--- config.mk ---
export PLATFORM = sky130hd
export DESIGN_NAME = multiplexor_display_7s
export DESIGN_NICKNAME = d
export VERILOG_FILES = /design/src/rtl/multiplexor_display_7s.sv
export SDC_FILE = /design/constraint.sdc
export NUM_CORES = 1
export LEC_CHECK = 0
export ABC_CLOCK_PERIOD_IN_PS = 6100
export CAP_MARGIN = 5
export CORE_ASPECT_RATIO = 0.9
export CORE_MARGIN = 8
export CORE_UTILIZATION = 35
export CTS_CLUSTER_DIAMETER = 80
export CTS_CLUSTER_SIZE = 12
export DETAILED_ROUTE_END_ITERATION = 8
export PLACE_DENSITY = 0.68
export SYNTH_ARGS = -nofsm -noshare
export SYNTH_HDL_FRONTEND = slang
export SYNTH_SLANG_ARGS = --single-unit
--- constraint.sdc ---
create_clock -name Clk -period 6.1 [get_ports Clk]
set_input_delay 1.525 -clock Clk [delete_from_list [all_inputs] [get_ports Clk]]
set_output_delay 1.525 -clock Clk [all_outputs]
set_load 0.1 [all_outputs]
--- src/rtl/multiplexor_display_7s.sv ---
// multiplexor_display_7s: time-multiplexes the adder's three 7-segment
// patterns and its carry onto one 4-digit common-segment display. Before
// each digit lights, every digit is held dark for a blanking interval to
// suppress ghosting. All pins come straight from registers.
module multiplexor_display_7s #(
  parameter int CICLOS_POR_DIGITO = 50000,
  parameter int CICLOS_BLANK      = 1000,
  parameter int ACTIVO_BAJO       = 1
) (
  input  logic       Clk,
  input  logic       Rst_n,
  input  logic       Habilitar,
  input  logic [6:0] X_Display,
  input  logic [6:0] Y_Display,
  input  logic [6:0] Resultado_Display,
  input  logic       CarriSalida,
  output logic [6:0] Segmentos,
  output logic [3:0] Anodos,
  output logic       FinTrama
);

  localparam int CMAX = (CICLOS_POR_DIGITO > CICLOS_BLANK) ? CICLOS_POR_DIGITO : CICLOS_BLANK;
  localparam int CW   = (CMAX > 1) ? $clog2(CMAX) : 1;
  localparam logic [CW-1:0] FIN_BLANK = CW'(CICLOS_BLANK - 1);
  localparam logic [CW-1:0] FIN_SHOW  = CW'(CICLOS_POR_DIGITO - 1);

  typedef enum logic {BLANK, SHOW} state_t;

  state_t          state, state_next;
  logic [CW-1:0]   cnt, cnt_next;
  logic [1:0]      idx, idx_next;
  // Low only during the first edge after reset release. That edge arms the
  // scanner, so the first digit lights CICLOS_BLANK edges after release.
  logic            armed;
  // Logical (active-high) copies of the output registers.
  logic [3:0]      an_q, an_next;
  logic [6:0]      seg_q, seg_next;
  logic            fin_q, fin_next;
  logic [6:0]      patron;

  // Pattern for the digit currently indexed. Digit 3 shows "1" or blank.
  always_comb begin
    case (idx)
      2'd0:    patron = Resultado_Display;
      2'd1:    patron = Y_Display;
      2'd2:    patron = X_Display;
      default: patron = CarriSalida ? 7'b0000110 : 7'b0000000;
    endcase
  end

  // Next state and next output values. Disable overrides terminal count.
  always_comb begin
    state_next = state;
    cnt_next   = cnt;
    idx_next   = idx;
    an_next    = an_q;
    seg_next   = seg_q;
    fin_next   = 1'b0;
    if (!armed || !Habilitar) begin
      state_next = BLANK;
      cnt_next   = '0;
      an_next    = '0;
      seg_next   = '0;
    end else begin
      case (state)
        BLANK: begin
          an_next  = '0;
          seg_next = '0;
          if (cnt == FIN_BLANK) begin
            state_next = SHOW;
            cnt_next   = '0;
            an_next    = 4'(4'b0001 << idx);
            seg_next   = patron;
          end else begin
            cnt_next = cnt + 1'b1;
          end
        end
        SHOW: begin
          if (cnt == FIN_SHOW) begin
            state_next = BLANK;
            cnt_next   = '0;
            idx_next   = idx + 2'd1;
            an_next    = '0;
            seg_next   = '0;
            fin_next   = (idx == 2'd3);
          end else begin
            cnt_next = cnt + 1'b1;
          end
        end
      endcase
    end
  end

  // State, counters and output registers with synchronous reset.
  always_ff @(posedge Clk) begin
    if (!Rst_n) begin
      state <= BLANK;
      cnt   <= '0;
      idx   <= '0;
      armed <= 1'b0;
      an_q  <= '0;
      seg_q <= '0;
      fin_q <= 1'b0;
    end else begin
      state <= state_next;
      cnt   <= cnt_next;
      idx   <= idx_next;
      armed <= 1'b1;
      an_q  <= an_next;
      seg_q <= seg_next;
      fin_q <= fin_next;
    end
  end

  assign Anodos    = (ACTIVO_BAJO != 0) ? ~an_q  : an_q;
  assign Segmentos = (ACTIVO_BAJO != 0) ? ~seg_q : seg_q;
  assign FinTrama  = fin_q;

endmodule

* Yosys cells after proc, flatten, opt, wreduce, memory -nomap -nowiden
Cells that the tools add are included.
** Storage, ports and cells
- Register bits after elaboration :: 32
- Input port bits :: 25
- Output and inout port bits :: 12
- Logic and storage cells :: 44
** Cells by class
- $add $sub $neg :: 2
- Eq/ne operators :: 6
- Shift-type cells :: 1
- Multiplexer cells :: 15
- Bitwise operators :: 6
- Reduce and logical (&&, ||, !) cells :: 7
** Operators by type and width (count)
- 2-to-1 mux 16 bit :: 2
- case mux 16 bit (2 select lines) :: 1
- case mux 7 bit (3 select lines) :: 1
- adder 16 x 1 -> 16 bit (second input constant) :: 1
- == test 16 x 10 -> 1 bit (second input constant) :: 1
- == test 16 bit (second input constant) :: 1
- 2-to-1 mux 7 bit :: 2
- case mux 7 bit (2 select lines) :: 1
- 2-to-1 mux 4 bit :: 2
- case mux 4 bit (2 select lines) :: 1
- NOT 7 bit :: 1
- == test 2 bit (second input constant) :: 2
- NOT 1 bit :: 4
- NOT 4 bit :: 1
- OR reduction 4 bit :: 1
- left shift 1 x 2 -> 4 bit (first input constant) :: 1
- 2-to-1 mux 1 bit :: 3
- 2-to-1 mux 3 bit :: 1
- AND reduction 3 bit :: 1
- adder 2 x 1 -> 2 bit (second input constant) :: 1
- == test 2 x 1 -> 1 bit (second input constant) :: 1
- logical NOT 1 bit :: 2
- logical NOT 2 bit :: 1
- inequality test 2 x 1 -> 1 bit (second input constant) :: 1
- other kinds (3) :: 3

* Depth between registers and ports, before layout
Gate-level depths: netlist of run 1.
- Depth after elaboration :: 4
- Mapped depth :: 7
- Mapped depth without buffers :: 5

* Worst setup path before layout of run 1
OpenSTA, ideal clock, no wires.
- Path kind :: flip-flop to output port
- From :: reg fin_q, in the netlist FinTrama
- To :: out FinTrama
- Arrival :: 0.909 ns
- Required time :: 4.575 ns
- Setup slack :: 3.666 ns
- Cell stages (with the launch flop) :: 1
- Path buffers :: 0
- Cells stage by stage :: dfxtp_1
** RTL lines
- from (decl) :: RTL line 38 : logic fin_q, fin_next;
- from (signal assigned) :: RTL line 111 : fin_q <= fin_next;
- to (decl) :: RTL line 19 : output logic FinTrama
No word-level cell between the ends.

* Worst setup path after layout of run 1
- From :: reg an_q[3]
- To :: out Anodos[3]
** Between the ends
- Cells in the longest elaborated chain, start to end :: 1
** RTL lines
- from (decl) :: RTL line 36 : logic [3:0] an_q, an_next;
- from (signal assigned) :: RTL line 109 : an_q <= an_next;
- NOT 4 bit :: RTL line 115 : assign Anodos = (ACTIVO_BAJO != 0) ? ~an_q : an_q;
- to (decl) :: RTL line 18 : output logic [3:0] Anodos,
Every way passes these cells.

==> key figures, run 1 <==
Outcome
  • Status: completed

Worst setup path
  • Worst EP required: 4.58 ns
  • Worst stage delay on the critical path: around 1.1 ns
  • Worst r2r src: cnt[13]
  • R2R Path End: cnt[8]
  • Crit end category: output pin
  • Depth of the most critical reg-to-reg path: 4
  • Critical Path Fanout Max: 2
  • Critical path startpoint category: flop
  • Crit-path slowest cell: clkdlybuf4s50_1
  • Worst setup path class: flop to output pin
  • Critical Path AT: 1.80 ns
  • Crit path buffers/inverters: 2
  • Worst path cell trace: inv_1 > clkdlybuf4s50_1
  • Flop2flop setup slack: between 3 and 4 ns
  • Largest delay share family, worst path: buffers and inverters

Yosys
  • Netlist cell types: 33
  • Syn_area_per_cell: 9.188 sq um
  • Post-synthesis cell area: 0.001580 sq mm
  • Largest area contributor in the synthesized netlist: dfxtp_1
  • Sequential fraction of the synthesis area: 40.54%
  • Syn Nets: 203
  • Syn Inst Count: 172
  • Top cells by area, synth: dfxtp_1, nor3_1, xnor2_1
  • Synth warn: 0
  • Synth Register Bits: 32
  • Synth top area share: 40.54%

Timing
  • FMAX: about 0.30 GHz
  • RSZ-0062 raised after global routing: false
  • Final setup vio count: 0
  • Max_slew headroom: 33.55%
  • Fin crit share: 54.57%
  • Final hold violations: 0
  • WHS: 0.4779 ns
  • Clock Skew: 0.003419 ns
  • Setup TNS: 0 ns
  • Worst slew pin tran: 0.9936 ns
  • Post-layout min period: 3.329 ns
  • Max-slew violations: 0

Global routing
  • First-pass GRT wire length: 6113 um
  • Largest net degree at the start of global routing: 16
  • Initial antenna violation count: 0
  • Overall routing resource usage: 11.33%
  • Number of global-route vias before repair: 1253
  • Gr ovfl total: 0

CTS
  • Clock Tree Root: clkbuf_8
  • Number of setup buffers added after CTS: 0
  • CTS buffer count: 5
  • Worst-Skew Late Latency: around 0.29 ns
  • Clock slew at reported path FFs: roughly 0.060 ns
  • TritonCTS Sinks: 32
  • Clock Path Buffers: 2
  • CTS tree: built
  • Number of hold buffers added after cts: 0
  • Post-CTS Resized: 0
  • # H-tree levels: 2

Floorplan
  • Ports: 37
  • Rows: 23
  • Core area: 0.004403 sq mm
  • Chip width: 86.83 um
  • Die span in y: between 70 and 80 um
  • Starting Density: 35.89%
  • Die area: 0.006924 sq mm

Power
  • Pwr dens: 193.2 mW/mm^2
  • Worst vdd ir: around 0.16 mV
  • Sw power: ~0.081 mW
  • Pint: 0.3174 mW
  • Leak: 0.6817 nW
  • Sw frac: around a fifth
  • Sequential power share: a little over half
  • Comb pwr share: 5.5%
  • Clk network pwr share: roughly two fifths

Drt
  • Post-route ant nets: 0
  • Detailed Route Iter0 Violations: 76
  • Residual DRC: 0
  • Via density: approximately 5.0
  • DRT Pass-1 Iters: 4
  • WL/cell: 13.29 um
  • Post-detailed-routing wire length: 3589 um
  • Vias: 1351

Layout
  • Layout cell share with drive strength beyond 1: 5.769%
  • Nets: 238
  • ANT cells: 0
  • Area Overhead vs Synth: 30.48%

Worst hold path
  • Hold-critical path depth: 1
  • Worst hold start: seg_q[3]
  • Hold Path End: seg_q[3]
  • Hold WC Path Type: flop to flop

Place
  • IO Port Bufs: 36
  • Hpwl dp: 2734 um
  • Final Wtd Congestion: 0.7695

Flow run
  • Max-cap check violation count: 0
[logic make-up (layout without fill, tap and decap cells)]
logic type | Yosys count | in the layout | synth area share (%)
xor gates and xnor gates | 14 | 14 | 7.759
and+or+nand+nor | 67 | 67 | 24.31
adders and majority gates | 6 | 6 | 4.750
AOI/OAI and AO/OA | 26 | 26 | 14.96
buffers and inverters | 27 | 63 | 7.679
DFF | 32 | 32 | 40.54
[worst max path at each step]
stage / from / endpoint / cells after the start
after global routing: an_q[3] / Anodos[3] / 2
after global placement: Rst_n / seg_q[3] / 4
after floorplan: FinTrama / FinTrama / 0
after CTS: an_q[3] / Anodos[3] / 2
after detailed placement: Rst_n / an_q[2] / 4
final: an_q[3] / Anodos[3] / 2
[synth_stat cells, drive strengths merged]
cell type and instances:
nor4 5, o32ai 1, nor3b 1, or2 1
a21oi 1, nand4bb 2, buf 5, nand4 7
xnor2 12, clkbuf 4, xor2 2, and3 3
o21a 2, nor3 21, a22o 10, ha 6
nor2 9, inv 18, or3 3, a21boi 1
nand2 5, o21ai 3, dfxtp 32, and2 1
o41ai 1, nand3 8, or4 1, a222oi 7
[sequential cells by signal, indices dropped and copies added, names as in the netlist]
signal,count
cnt,16
seg_q,7
idx,2
state,1
an_q,4
armed,1
FinTrama,1
[cell usage in the layout, fill, tap and decap left out, drive strengths merged, types with 2 or more instances in the layout]
master          n
nor3           21
or3             3
clkbuf          8
nand2           5
o21ai           3
ha              6
xnor2          12
nor2            9
nand4           7
nand4bb         2
nand3           8
o21a            2
a22o           10
dfxtp          32
nor4            5
a222oi          7
inv            18
clkdlybuf4s50  36
xor2            2
and3            3
[metal layers]
layer	part of all wire, %	track usage [%]	wire length (um)	up-vias
li1	-	-	-	693
met4	2.1	5.670	74	0
met1	50	14.14	1805	629
met5	0	0	0	-
met2	43	16.77	1555	22
met3	4.3	4.115	153	7
[stage by stage]
step	utilization (%)	cells	area [sq um]	total power [mW]	worst slack, ns
detailed placement	44.79	262	1972	0.2366	2.956
floorplan	-	172	1580	0.2199	3.666
global placement	44.79	262	1972	0.2363	3.002
finish	46.83	270	2062	0.3983	2.771
global route	46.83	270	2062	0.4150	2.713
CTS	46.83	270	2062	0.4051	2.752
[layout make-up]
cell class / instances / area (sq um)
Multi-Input combinational cell: 113 / 818.3
Sequential cell: 32 / 640.6
Fill cell: 427 / 2341
Timing Repair Buffer: 37 / 367.9
Inverter: 18 / 67.56
Clock buffer: 8 / 90.09
Tap cell: 62 / 77.57
[power by group through the flow]
| stage | Sequential [mW] | Combinational [mW] | Clock, mW |
|---|---|---|---|
| detailed placement | 0.215 | 0.0217 | 0 |
| finish | 0.210 | 0.0217 | 0.166 |
| global placement | 0.215 | 0.0215 | 0 |
| CTS | 0.210 | 0.0219 | 0.173 |
| floorplan | 0.215 | 0.00519 | 0 |
| global route | 0.210 | 0.0234 | 0.181 |
Power figures use the tool's default switching activity.
==> inputs of run 2 (changes only) <==
--- a/config.mk
+++ b/config.mk
@@ -5,7 +5,7 @@
 export SDC_FILE = /design/constraint.sdc
 export NUM_CORES = 1
 export LEC_CHECK = 0
-export ABC_CLOCK_PERIOD_IN_PS = 6100
+export ABC_CLOCK_PERIOD_IN_PS = 2700
 export CAP_MARGIN = 5
 export CORE_ASPECT_RATIO = 0.9
 export CORE_MARGIN = 8
@@ -13,7 +13,7 @@
 export CTS_CLUSTER_DIAMETER = 80
 export CTS_CLUSTER_SIZE = 12
 export DETAILED_ROUTE_END_ITERATION = 8
-export PLACE_DENSITY = 0.68
+export PLACE_DENSITY = 0.71
 export SYNTH_ARGS = -nofsm -noshare
 export SYNTH_HDL_FRONTEND = slang
 export SYNTH_SLANG_ARGS = --single-unit
==> constraint.sdc (replaced) <==
create_clock -name Clk -period 2.7 [get_ports Clk]
set_input_delay 0.675 -clock Clk [delete_from_list [all_inputs] [get_ports Clk]]
set_output_delay 0.675 -clock Clk [all_outputs]
set_load 0.1 [all_outputs]
==> run 2 against run 1 <==
Compared with the run above: sequential share of layout area rose by 0.34 points; die area did not move; final cell count is 0.37% higher; worst hold slack is essentially flat; critical path depth is 3 higher; largest cell class unchanged.
==> key figures, run 2 (same netlist as run 1, synthesis figures left out) <==
Flow run
  • Max-cap check violation count: 0

Worst setup path
  • Worst EP required: 2.87 ns
  • Critical Path AT: 2.24 ns
  • Critical Path Fanout Max: 9
  • Crit end category: flop
  • Worst setup path class: flop to flop
  • Critical path startpoint category: flop

CTS
  • Clock Tree Root: clkbuf_8
  • Worst-Skew Late Latency: 0.28 ns
  • Clock Path Buffers: 2
  • CTS tree: built
  • # H-tree levels: 2
  • CTS buffer count: 5
  • Number of setup buffers added after CTS: 0
  • Clock slew at reported path FFs: 0.06 ns
  • Number of hold buffers added after cts: 0
  • TritonCTS Sinks: 32
  • Post-CTS Resized: 0

Power
  • Leak: 0.6850 nW
  • Worst vdd ir: 0.3351 mV
  • Overall power: 0.8990 mW
  • Pwr dens: 440.8 mW/mm^2

Timing
  • Final setup vio count: 0
  • RSZ-0062 raised after global routing: false
  • Max-slew violations: 0
  • Clock Skew: approximately 0.0012 ns
  • FMAX: 0.4829 GHz
  • Post-layout min period: 2.071 ns
  • Fin crit share: around three quarters
  • Final hold violations: 0
  • Setup TNS: 0 ns
  • Max_slew headroom: 63.35%
  • Worst slew pin tran: 0.5457 ns

Drt
  • Residual DRC: 0
  • WL/cell: 13.34 um
  • Post-route ant nets: 0
  • Via density: 4.878
  • Detailed Route Iter0 Violations: 95
  • Post-detailed-routing wire length: roughly 3600 um
  • DRT Pass-1 Iters: 4
  • Vias: 1322

Global routing
  • Largest net degree at the start of global routing: 16
  • Number of global-route vias before repair: 1262
  • First-pass GRT wire length: 6099 um
  • Overall routing resource usage: about 11%
  • Gr ovfl total: 0
  • Initial antenna violation count: 0

Outcome
  • Status: completed

Place
  • Cell Area, Placed: 0.001949 sq mm
  • Final Wtd Congestion: 0.7987
  • Placed Instances: 263
  • IO Port Bufs: 36
  • Hpwl dp: about 2800 um

Layout
  • Largest register FFs: 16
  • Non-Filler Instances: 271
  • ANT cells: 0
  • Commonest non-fill, non-tap cell in the layout: dfxtp_1
  • Fillers: 420
  • Largest reg by FF count: cnt
  • Layout cell share with drive strength beyond 1: 11.96%
  • Top flop regs: cnt x16, seg_q x7, an_q x4
  • Nets: 239
  • Most frequent cells in the layout: dfxtp_1, clkdlybuf4s50_1, nor3_1
  • Area Overhead vs Synth: 29.06%
  • Fin area: 0.002039 sq mm

Floorplan
  • Die span in y: 79.75 um
  • Die area: 0.006924 sq mm
  • Starting Density: a little over a third
  • Chip width: 86.83 um
  • Ports: 37
  • Rows: 23
  • Core area: 0.004403 sq mm

Worst hold path
  • Hold WC Path Type: flop to flop
==> run 2: cell types whose count changed in the layout (fill, tap and decap cells not counted) <==
cell,change
buf_4,+13
clkdlybuf4s50_1,-12
==> run 2: path summary, 6_finish.rpt <==
kind | startpoint | endpoint | slack, ns | depth (start not counted)
setup reg to reg | cnt[13] | cnt[15] | 0.63 | 5
hold reg to reg | seg_q[3] | seg_q[3] | 0.48 | 1
hold / removal | seg_q[3] | seg_q[3] | 0.48 | 1
setup / recovery | cnt[13] | cnt[15] | 0.63 | 5
==> run 2: power by group <==
| part | internal (mW) | switching [mW] | leakage [nW] |
|---|---|---|---|
| Clock | 0.208 | 0.166 | 0.0455 |
| Combinational | 0.0366 | 0.0137 | 0.381 |
| Sequential | 0.474 | 0.00117 | 0.258 |
==> run 2: per-stage QoR <==
stage	util [%]	setup WS, ns	hold slack, ns
final	46.32	0.6290	0.4782
after global routing	46.32	0.5516	0.5014
after CTS	46.32	0.6145	0.4845
after detailed placement	44.27	0.3969	0.4657
after global placement	44.27	0.4503	0.4629
after floorplan	-	0.7536	0.4458
==> run 2: layout make-up <==
| type | instances | area (sq um) | share of cell area (%) |
|---|---|---|---|
| repair buffers | 38 | 345.3 | 16.93 |
| multi-input cells | 113 | 818.3 | 40.12 |
| well taps | 62 | 77.57 | 3.804 |
| flip-flops and latches | 32 | 640.6 | 31.41 |
| inverters | 18 | 67.56 | 3.313 |
| clock buffers | 8 | 90.09 | 4.417 |
==> run 2: metal layers <==
metal	share of wire, %	GRT usage (%)	routed length (um)
met1	48	13.69	1743
met2	47	17.30	1692
met3	3.1	2.984	113
met4	1.9	5.670	67
met5	0	0	0
==> run 2: worst max-delay path, cell delays in order, from the launching register on <==
cell     delay, ns
dfxtp_1       0.34
or3_1         0.40
or2_2         0.35
o41ai_4       0.54
buf_4         0.26
nor3_1        0.07
